[src/rtl/superres_pkg.sv]
// Shared definitions for the superresolution window fetch path: FSM encodings,
// neighbourhood tap geometry and the coordinate clamp used for border replication.
package superres_pkg;

  localparam int NUM_TAPS = 9;

  localparam logic [2:0] S_IDLE    = 3'd0;
  localparam logic [2:0] S_FETCH   = 3'd1;
  localparam logic [2:0] S_DRAIN   = 3'd2;
  localparam logic [2:0] S_PRESENT = 3'd3;
  localparam logic [2:0] S_DONE    = 3'd4;

  // Tap k covers offset (k%3-1, k/3-1) around the centre pixel
  function automatic int tap_dx(input int k);
    return (k % 3) - 1;
  endfunction

  function automatic int tap_dy(input int k);
    return (k / 3) - 1;
  endfunction

  function automatic int clamp(input int v, input int lo, input int hi);
    return (v < lo) ? lo : ((v > hi) ? hi : v);
  endfunction

  // Counter width that stays at least one bit for degenerate single-pixel axes
  function automatic int cw(input int n);
    return (n > 1) ? $clog2(n) : 1;
  endfunction

endpackage

[src/rtl/window_addr_gen.sv]
// Combinational BRAM address for one 3x3 tap: clamps the tap coordinate to the
// frame and adds the clamped column to the matching precomputed row base.
module window_addr_gen
  import superres_pkg::*;
#(
  parameter int WIDTH      = 320,
  parameter int HEIGHT     = 240,
  parameter int ADDR_WIDTH = 17,
  parameter int XW         = 9,
  parameter int YW         = 8
) (
  input  logic [XW-1:0]         x,
  input  logic [YW-1:0]         y,
  input  logic [3:0]            tap,
  input  logic [ADDR_WIDTH-1:0] base_m,
  input  logic [ADDR_WIDTH-1:0] base_c,
  input  logic [ADDR_WIDTH-1:0] base_p,
  output logic [ADDR_WIDTH-1:0] addr
);

  int xc;
  int yc;
  logic [ADDR_WIDTH-1:0] row;

  always_comb begin
    xc = clamp(int'(x) + tap_dx(int'(tap)), 0, WIDTH - 1);
    yc = clamp(int'(y) + tap_dy(int'(tap)), 0, HEIGHT - 1);
    // A clamped row that lands back on y reuses the centre base
    if (yc < int'(y))      row = base_m;
    else if (yc > int'(y)) row = base_p;
    else                   row = base_c;
    addr = row + ADDR_WIDTH'(xc);
  end

endmodule

[src/rtl/window_fetch_scheduler.sv]
// Raster-order frame sweep that gathers each pixel's 3x3 neighbourhood from the
// frame buffer and hands the assembled window to the core over valid/ready.
module window_fetch_scheduler
  import superres_pkg::*;
#(
  parameter int WIDTH       = 320,
  parameter int HEIGHT      = 240,
  parameter int PIXEL_WIDTH = 24,
  parameter int ADDR_WIDTH  = 17
) (
  input  logic                            clk,
  input  logic                            rst,
  input  logic                            start,
  output logic                            busy,
  output logic                            frame_done,
  output logic                            bram_en,
  output logic [ADDR_WIDTH-1:0]           bram_addr,
  input  logic [PIXEL_WIDTH-1:0]          bram_dout,
  output logic                            win_valid,
  input  logic                            win_ready,
  output logic [NUM_TAPS*PIXEL_WIDTH-1:0] win_data,
  output logic [cw(WIDTH)-1:0]            win_x,
  output logic [cw(HEIGHT)-1:0]           win_y
);

  localparam int XW = cw(WIDTH);
  localparam int YW = cw(HEIGHT);
  localparam logic [ADDR_WIDTH-1:0] ROW_STEP = ADDR_WIDTH'(WIDTH);
  localparam logic [XW-1:0]         X_LAST   = XW'(WIDTH - 1);
  localparam logic [YW-1:0]         Y_LAST   = YW'(HEIGHT - 1);
  localparam logic [3:0]            TAP_LAST = 4'(NUM_TAPS - 1);

  logic [2:0]             state;
  logic [XW-1:0]          x;
  logic [YW-1:0]          y;
  logic [3:0]             tap;
  logic [3:0]             cap_tap;
  logic                   cap_en;
  logic [ADDR_WIDTH-1:0]  base_m, base_c, base_p;
  logic [ADDR_WIDTH-1:0]  gen_addr;
  logic [PIXEL_WIDTH-1:0] taps [NUM_TAPS];

  window_addr_gen #(
    .WIDTH      (WIDTH),
    .HEIGHT     (HEIGHT),
    .ADDR_WIDTH (ADDR_WIDTH),
    .XW         (XW),
    .YW         (YW)
  ) u_addr_gen (
    .x      (x),
    .y      (y),
    .tap    (tap),
    .base_m (base_m),
    .base_c (base_c),
    .base_p (base_p),
    .addr   (gen_addr)
  );

  always_comb begin
    busy       = (state == S_FETCH) || (state == S_DRAIN) || (state == S_PRESENT);
    frame_done = (state == S_DONE);
    bram_en    = (state == S_FETCH);
    bram_addr  = bram_en ? gen_addr : '0;
    win_valid  = (state == S_PRESENT);
    win_x      = x;
    win_y      = y;
    for (int unsigned k = 0; k < NUM_TAPS; k++)
      win_data[k*PIXEL_WIDTH +: PIXEL_WIDTH] = taps[k];
  end

  always_ff @(posedge clk) begin
    if (rst) begin
      state   <= S_IDLE;
      x       <= '0;
      y       <= '0;
      tap     <= '0;
      cap_tap <= '0;
      cap_en  <= 1'b0;
      base_m  <= '0;
      base_c  <= '0;
      base_p  <= '0;
      for (int unsigned k = 0; k < NUM_TAPS; k++) taps[k] <= '0;
    end else begin
      // Read data lands one cycle after its request, so capture uses the delayed index
      cap_en  <= bram_en;
      cap_tap <= tap;
      if (cap_en) taps[cap_tap] <= bram_dout;

      case (state)
        S_IDLE: begin
          if (start) begin
            state  <= S_FETCH;
            x      <= '0;
            y      <= '0;
            tap    <= '0;
            base_m <= '0 - ROW_STEP;
            base_c <= '0;
            base_p <= ROW_STEP;
          end
        end
        S_FETCH: begin
          if (tap == TAP_LAST) begin
            tap   <= '0;
            state <= S_DRAIN;
          end else begin
            tap <= tap + 4'd1;
          end
        end
        S_DRAIN: state <= S_PRESENT;
        S_PRESENT: begin
          if (win_ready) begin
            if (x == X_LAST && y == Y_LAST) begin
              state <= S_DONE;
            end else begin
              state <= S_FETCH;
              if (x == X_LAST) begin
                x      <= '0;
                y      <= y + YW'(1);
                base_m <= base_m + ROW_STEP;
                base_c <= base_c + ROW_STEP;
                base_p <= base_p + ROW_STEP;
              end else begin
                x <= x + XW'(1);
              end
            end
          end
        end
        S_DONE:  state <= S_IDLE;
        default: state <= S_IDLE;
      endcase
    end
  end

endmodule

[config.mk]
export PLATFORM = sky130hd
export DESIGN_NAME = window_fetch_scheduler
export DESIGN_NICKNAME = d
export VERILOG_FILES = /design/src/rtl/superres_pkg.sv /design/src/rtl/window_addr_gen.sv /design/src/rtl/window_fetch_scheduler.sv
export SDC_FILE = /design/constraint.sdc
export NUM_CORES = 1
export LEC_CHECK = 0
export CELL_PAD_IN_SITES_DETAIL_PLACEMENT = 1
export CELL_PAD_IN_SITES_GLOBAL_PLACEMENT = 2
export CORE_UTILIZATION = 34
export DETAILED_ROUTE_END_ITERATION = 12
export PLACE_DENSITY_LB_ADDON = 0.1
export SKIP_LAST_GASP = 1
export SYNTH_ARGS = -nofsm -noshare
export SYNTH_HDL_FRONTEND = slang
export SYNTH_HIERARCHICAL = 1
export SYNTH_SLANG_ARGS = --single-unit
[constraint.sdc]
create_clock -name clk -period 11.26 [get_ports clk]
set_input_delay 2.252 -clock clk [delete_from_list [all_inputs] [get_ports clk]]
set_output_delay 2.252 -clock clk [all_outputs]
set_load 0.02 [all_outputs]
* Yosys cells after proc, flatten, opt, wreduce, memory -nomap -nowiden
Memories as Yosys holds them, arrays and structs flattened.
Index checks and enable logic that the tools add are counted.
** Cells by class
- Add/sub/neg operators :: 11
- Divide/modulo/power cells :: 2
- Muxes and demuxes :: 48
- Reductions and logical operators :: 11
- Equal/unequal tests :: 12
- Order comparisons :: 6
** Operators by type and width (number)
- 17-bit 2-to-1 mux :: 17
- 17-bit case mux with 2 select lines :: 3
- 32-bit by 1-bit < comparator with 1-bit output, second input constant :: 2
- 32-bit 2-to-1 mux :: 2
- 32-bit by 2-bit subtractor with 32-bit output, second input constant :: 2
- 17-bit by 9-bit adder with 17-bit output, second input constant :: 3
- 9-bit 2-to-1 mux :: 4
- 10-bit by 32-bit adder with 32-bit output :: 1
- 9-bit by 32-bit adder with 32-bit output :: 1
- 5-bit by 3-bit divider with 32-bit output, second input constant :: 1
- 32-bit by 10-bit > comparator with 1-bit output, second input constant :: 1
- 32-bit by 9-bit > comparator with 1-bit output :: 1
- 32-bit by 9-bit > comparator with 1-bit output, second input constant :: 1
- 32-bit by 9-bit < comparator with 1-bit output :: 1
- 5-bit by 3-bit modulo with 32-bit output, second input constant :: 1
- 8-bit 2-to-1 mux :: 4
- 24-bit 2-to-1 mux :: 1
- 24-bit OR reduction :: 1
- 9-bit case mux with 2 select lines :: 1
- 17-bit adder :: 1
- 8-bit case mux with 2 select lines :: 1
- 3-bit 2-to-1 mux :: 4
- 4-bit 2-to-1 mux :: 3
- 3-bit case mux with 4 select lines :: 1
- other kinds (21) :: 32
** Word-level totals
- RAM bits :: 216
- Input bits :: 28
- Memories :: 1
- Flip-flop bits (word level) :: 80
- Word-level logic and storage cells :: 100
- Output and inout port bits :: 254
** Memories
- taps :: words 9, width 24, read ports 9, clocked after Yosys merged registers in 0, write ports 9, line window_fetch_scheduler.sv:41 : logic [PIXEL_WIDTH-1:0] taps [NUM_TAPS];

* Logic depth before layout (Yosys ltp)
- Depth after elaboration :: 11
- Gate-level depth with buffers :: 50
- Depth with buffers taken out :: 48

* Hierarchy
The synthesis kept the hierarchy.
** Modules (own cells, without submodules)
- window_fetch_scheduler :: area an instance 11265.8 um2, sequential area each 7727.4 um2, instances 1, cells an instance 864
- window_addr_gen :: area an instance 4330.4 um2, sequential area each 0.0 um2, instances 1, cells an instance 639

* Worst setup path after synthesis
No wires, ideal clock.
- Path kind :: flip-flop to output port
- Start :: reg tap[2]
- End :: out bram_addr[16]
- Path slack :: 981 ps
- Cell stages (with the launch flop) :: 50
- Buffers on the path :: 3
- Arrival time :: 8027 ps
- Required time :: 9008 ps
- Cell sequence :: dfxtp_1 > nand2b_1 > inv_1 > ha_1 > clkbuf_1 > a21bo_2 > nand3_1 > inv_1 > nand2_1 > o21ai_0 > ha_1 > nor3_1 > ha_1 > inv_1 > ha_1 > fa_1 > a21oi_1 > nor2_1 > (+14 left out) > o21ai_1 > clkbuf_1 > nor2_1 > a21oi_1 > ha_1 > inv_1 > fa_1 > nor2b_1 > o21ai_0 > a21boi_0 > o211ai_1 > a21oi_1 > o31ai_1 > o21ai_0 > o21a_1 > nor2_1 > xnor2_1 > and3_1
** Between the ends
- Cells in the longest elaborated chain, start to end :: 11
- Elaborated cells between the ends (all ways) :: 20
- Those cells by class :: 5 x add/sub; 2 x div; 6 x order compare; 7 x mux
** Ends and longest elaborated chain
- start, declared :: line window_fetch_scheduler.sv:36 : logic [3:0] tap;
- start signal, assigned :: line window_fetch_scheduler.sv:106 : tap <= tap + 4'd1;
- 5-bit by 3-bit divider with 32-bit output :: line superres_pkg.sv:19 : return (k / 3) - 1;
- 32-bit by 2-bit subtractor with 32-bit output :: line superres_pkg.sv:19
- 9-bit by 32-bit adder with 32-bit output :: line window_addr_gen.sv:27 : yc = clamp(int'(y) + tap_dy(int'(tap)), 0, HEIGHT - 1);
- 32-bit by 9-bit > comparator with 1-bit output :: line superres_pkg.sv:23 : return (v < lo) ? lo : ((v > hi) ? hi : v);
- 32-bit 2-to-1 mux (2 in series) :: line superres_pkg.sv:23
- 32-bit by 9-bit > comparator with 1-bit output :: line window_addr_gen.sv:30 : else if (yc > int'(y)) row = base_p;
- 17-bit 2-to-1 mux :: line window_addr_gen.sv:30
- 17-bit 2-to-1 mux :: line window_addr_gen.sv:29 : if (yc < int'(y)) row = base_m;
- 17-bit adder (*) :: line window_addr_gen.sv:32 : addr = row + ADDR_WIDTH'(xc);
- via gen_addr[16] :: line window_fetch_scheduler.sv:40 : logic [ADDR_WIDTH-1:0] gen_addr;
- 17-bit 2-to-1 mux (*) :: line window_fetch_scheduler.sv:63 : bram_addr = bram_en ? gen_addr : '0;
- end, declared :: line window_fetch_scheduler.sv:17 : output logic [ADDR_WIDTH-1:0] bram_addr,
Mark *: on every way through the listed nets, which the timed path passes. The rest lies on a longest branch.

* Worst setup path after layout
- Start :: reg tap[3]
- End :: out bram_addr[16]
Same word-level chain as after synthesis.

==> out/results.txt <==
Outcome - finished with violations
Failing checks - design-rule violations
Peak supply drop - 111 uV
Diodes inserted - 0
GRT Residual Overflow - 0
Largest net degree at the start of global routing - 37
Clock share of power - 38.7%
Setup Viol. Count Final - 0
Final HPWL DP - 38,000 um
Commonest non-fill, non-tap cell in the layout - clkdlybuf4s50_1
Vias in the first global route - 12,600
Critical-path top delay cell - or4_1
Die Y - 216 um
Routed Antenna Nets - 0
Register area share after synthesis - 49.5%
Longest Clk Path Bufs - 3
Die W - 216 um
Worst r2r src - state[0]
PwrDens - 124 nW/um2
Via count - 12,400
GPL Wtd Cong - 0.832
Synth Flop Type - edfxtp_1
Core Footprint - 45,300 um2
Clock root cell - clkbuf_16
Clk pin slew, worst setup/hold paths - 0.06 ns
Sw Share - 26.7%
CTS Buf Count - 31
Worst path max stage delay - 0.40 ns
Worst-Margin Slew - 1.18 ns
Max-slew headroom - 21.2%
Most frequent cells in the layout - clkdlybuf4s50_1, and2_1, edfxtp_1
CTS tree - built
Hold_ws - 0.472 ns
Synth Area per Inst - 10.4 um2
Worst path required time - 9.01 ns
Critical Path End Type - output pin
Startpoint Class - flop
Number of library cell types mapped by synthesis - 93
Netlist Area Pre-Place - 15,600 um2
Global-route wire length before repair - 77,600 um
Number of fill cells in the layout - 5,003
Clk sink count - 278
Worst min path class - reg2reg
Num rows - 78
First-pass DRT Iterations - 8
Worst min-delay path startpoint - base_m[16]
Comb power frac - 15.7%
Initial antenna violation count - 1
Post-Synthesis Cells - 1,503
Crit path kind - reg2out
Cell internal pwr - 1.85 mW
Area grow syn2layout - 30.9%
Max-cap violations - 0
IO buf count - 281
Vias per cell - 5.08
NumNets Final - 1,931
Share of layout cells above drive strength 1 - 9.96%
Post-synth EDFFs - 216
Sw power - 674 uW
P_leak - 8.24 nW
Initial Util - 34.4%
Area occupied by multi-input gates - 7520 um2
Worst Path Max Fanout - 10
Max Slew Vio Count - 0
Yosys warning count - 6
H-tree lvl count - 1
# DRC - 1
Die area - 46,700 um2
Drt initial violations - 576
Final min period - 10.83 ns
Crit share post-route - 96.2%
Clock Skew - 0.0359 ns
IO Pins - 282
Worst skew pair latency - 0.59 ns
Ys async rst share - 0%
Final Power - 2.53 mW
Register area - 7730 um2
Fmax - 0.0923 GHz
Wire per inst - 20.9 um
Final Hold Vio Count - 0
Worst Setup SP - tap[3]
Flop pwr share - 45.6%
Final wirelength - 50,800 um
GRT Total Usage - 21.3%
CP arrival - 8.58 ns
Unrepaired setup endpoints after global routing - yes
Yosys reg bits - 278
-- cell usage after synthesis, types with 10 or more instances --
| master | number | area (um2) |
|---|---|---|
| a21o_1 | 24 | 180 |
| a21oi_1 | 102 | 510 |
| a31oi_1 | 18 | 113 |
| and2_1 | 227 | 1420 |
| and3_1 | 24 | 150 |
| clkbuf_1 | 43 | 161 |
| dfxtp_1 | 62 | 1240 |
| edfxtp_1 | 216 | 6490 |
| ha_1 | 86 | 1080 |
| inv_1 | 97 | 364 |
| mux2i_1 | 24 | 240 |
| nand2_1 | 72 | 270 |
| nand2b_1 | 16 | 100 |
| nand3_1 | 26 | 130 |
| nand4_1 | 16 | 100 |
| nor2_1 | 105 | 394 |
| nor2b_1 | 12 | 75.1 |
| nor3_1 | 26 | 130 |
| nor4_1 | 10 | 62.6 |
| o21a_1 | 11 | 82.6 |
| o21ai_0 | 48 | 240 |
| o21bai_1 | 10 | 75.1 |
| or2_2 | 14 | 87.6 |
| xnor2_1 | 26 | 228 |
| xor2_1 | 11 | 96.3 |
-- per-stage QoR --
| step | std cells | utilization (%) | setup slack, ns | setup TNS (ns) | cell area, um2 |
|---|---|---|---|---|---|
| after floorplan | 1526 | - | 0.981 | 0 | 15700 |
| after global placement | 2376 | 42.4 | 0.318 | 0 | 19200 |
| after detailed placement | 2376 | 42.4 | 0.0406 | 0 | 19200 |
| after CTS | 2433 | 44.6 | 0.0151 | 0 | 20200 |
| after global routing | 2438 | 45.1 | -0.226 | -0.290 | 20400 |
| final | 2438 | 45.1 | 0.430 | 0 | 20400 |
-- power by group through the flow --
stage | combinational, mW | sequential [mW] | clock (mW)
after floorplan | 0.183 | 1.21 | 0
after global placement | 0.385 | 1.17 | 0
after detailed placement | 0.386 | 1.17 | 0
after CTS | 0.391 | 1.15 | 0.999
after global routing | 0.428 | 1.16 | 1.04
final | 0.396 | 1.15 | 0.979
-- cell type report --
type / count / share of cell area [%]
Tap cell: 600 / 3.68
Clock inverter: 24 / 0.980
Timing Repair Buffer: 315 / 15.0
Inverter: 98 / 1.80
Multi-Input combinational cell: 1090 / 36.8
Sequential cell: 278 / 37.9
Clock buffer: 33 / 3.84
-- per-layer routing --
layer,GRT usage (%),routed length [um]
met5,0,0
met4,4.18,775
met3,3.03,2200
met2,35.6,23900
met1,29.4,24000
-- path summary, 6_finish.rpt --
check,to,slack [ns],depth (start not counted)
worst max-delay path,bram_addr[16],0.43,42
worst max register to register,win_y[0],7.71,6
worst min register to register,base_m[16],0.47,1
worst min-delay path,base_m[16],0.47,1
-- worst max-delay path: cells and delay by family (launching register included) --
| family | cells | cell delay (ns) |
|---|---|---|
| flops | 1 | 0.37 |
| simple gates | 15 | 2.55 |
| compound gates | 14 | 2.65 |
| xor+xnor | 1 | 0.11 |
| buf+inv | 6 | 0.65 |
| fa+ha+maj | 6 | 1.67 |
-- repair_timing --
action | in CTS | in global routing
gates resized for setup | 15 | 48
pin swaps | 4 | 13
setup endpoints to repair | 8 | 12
gates cloned | 0 | 0
setup buffers | 0 | 5
hold buffers | 0 | 0
-- sequential cells by signal, indices dropped and copies added (netlist names) --
| register | count |
|---|---|
| win_y | 8 |
| cap_en | 1 |
| state | 3 |
| cap_tap | 4 |
| taps | 216 |
| win_x | 9 |
| base_p | 11 |
| base_c | 11 |
| tap | 4 |
| base_m | 11 |
-- cells by family (layout without fill, tap and decap cells) --
group	after synthesis	after routing	share of synthesized area, %
and+or+nand+nor	602	602	21.7
xor gates and xnor gates	38	38	2.18
muxes	26	26	1.68
DFF	278	278	49.5
adders and majority gates	89	89	7.28
buffers and inverters	158	470	4.17
other	2	25	0.0482
AOI/OAI and AO/OA	310	310	13.4
(Power assumes the default switching activity.)
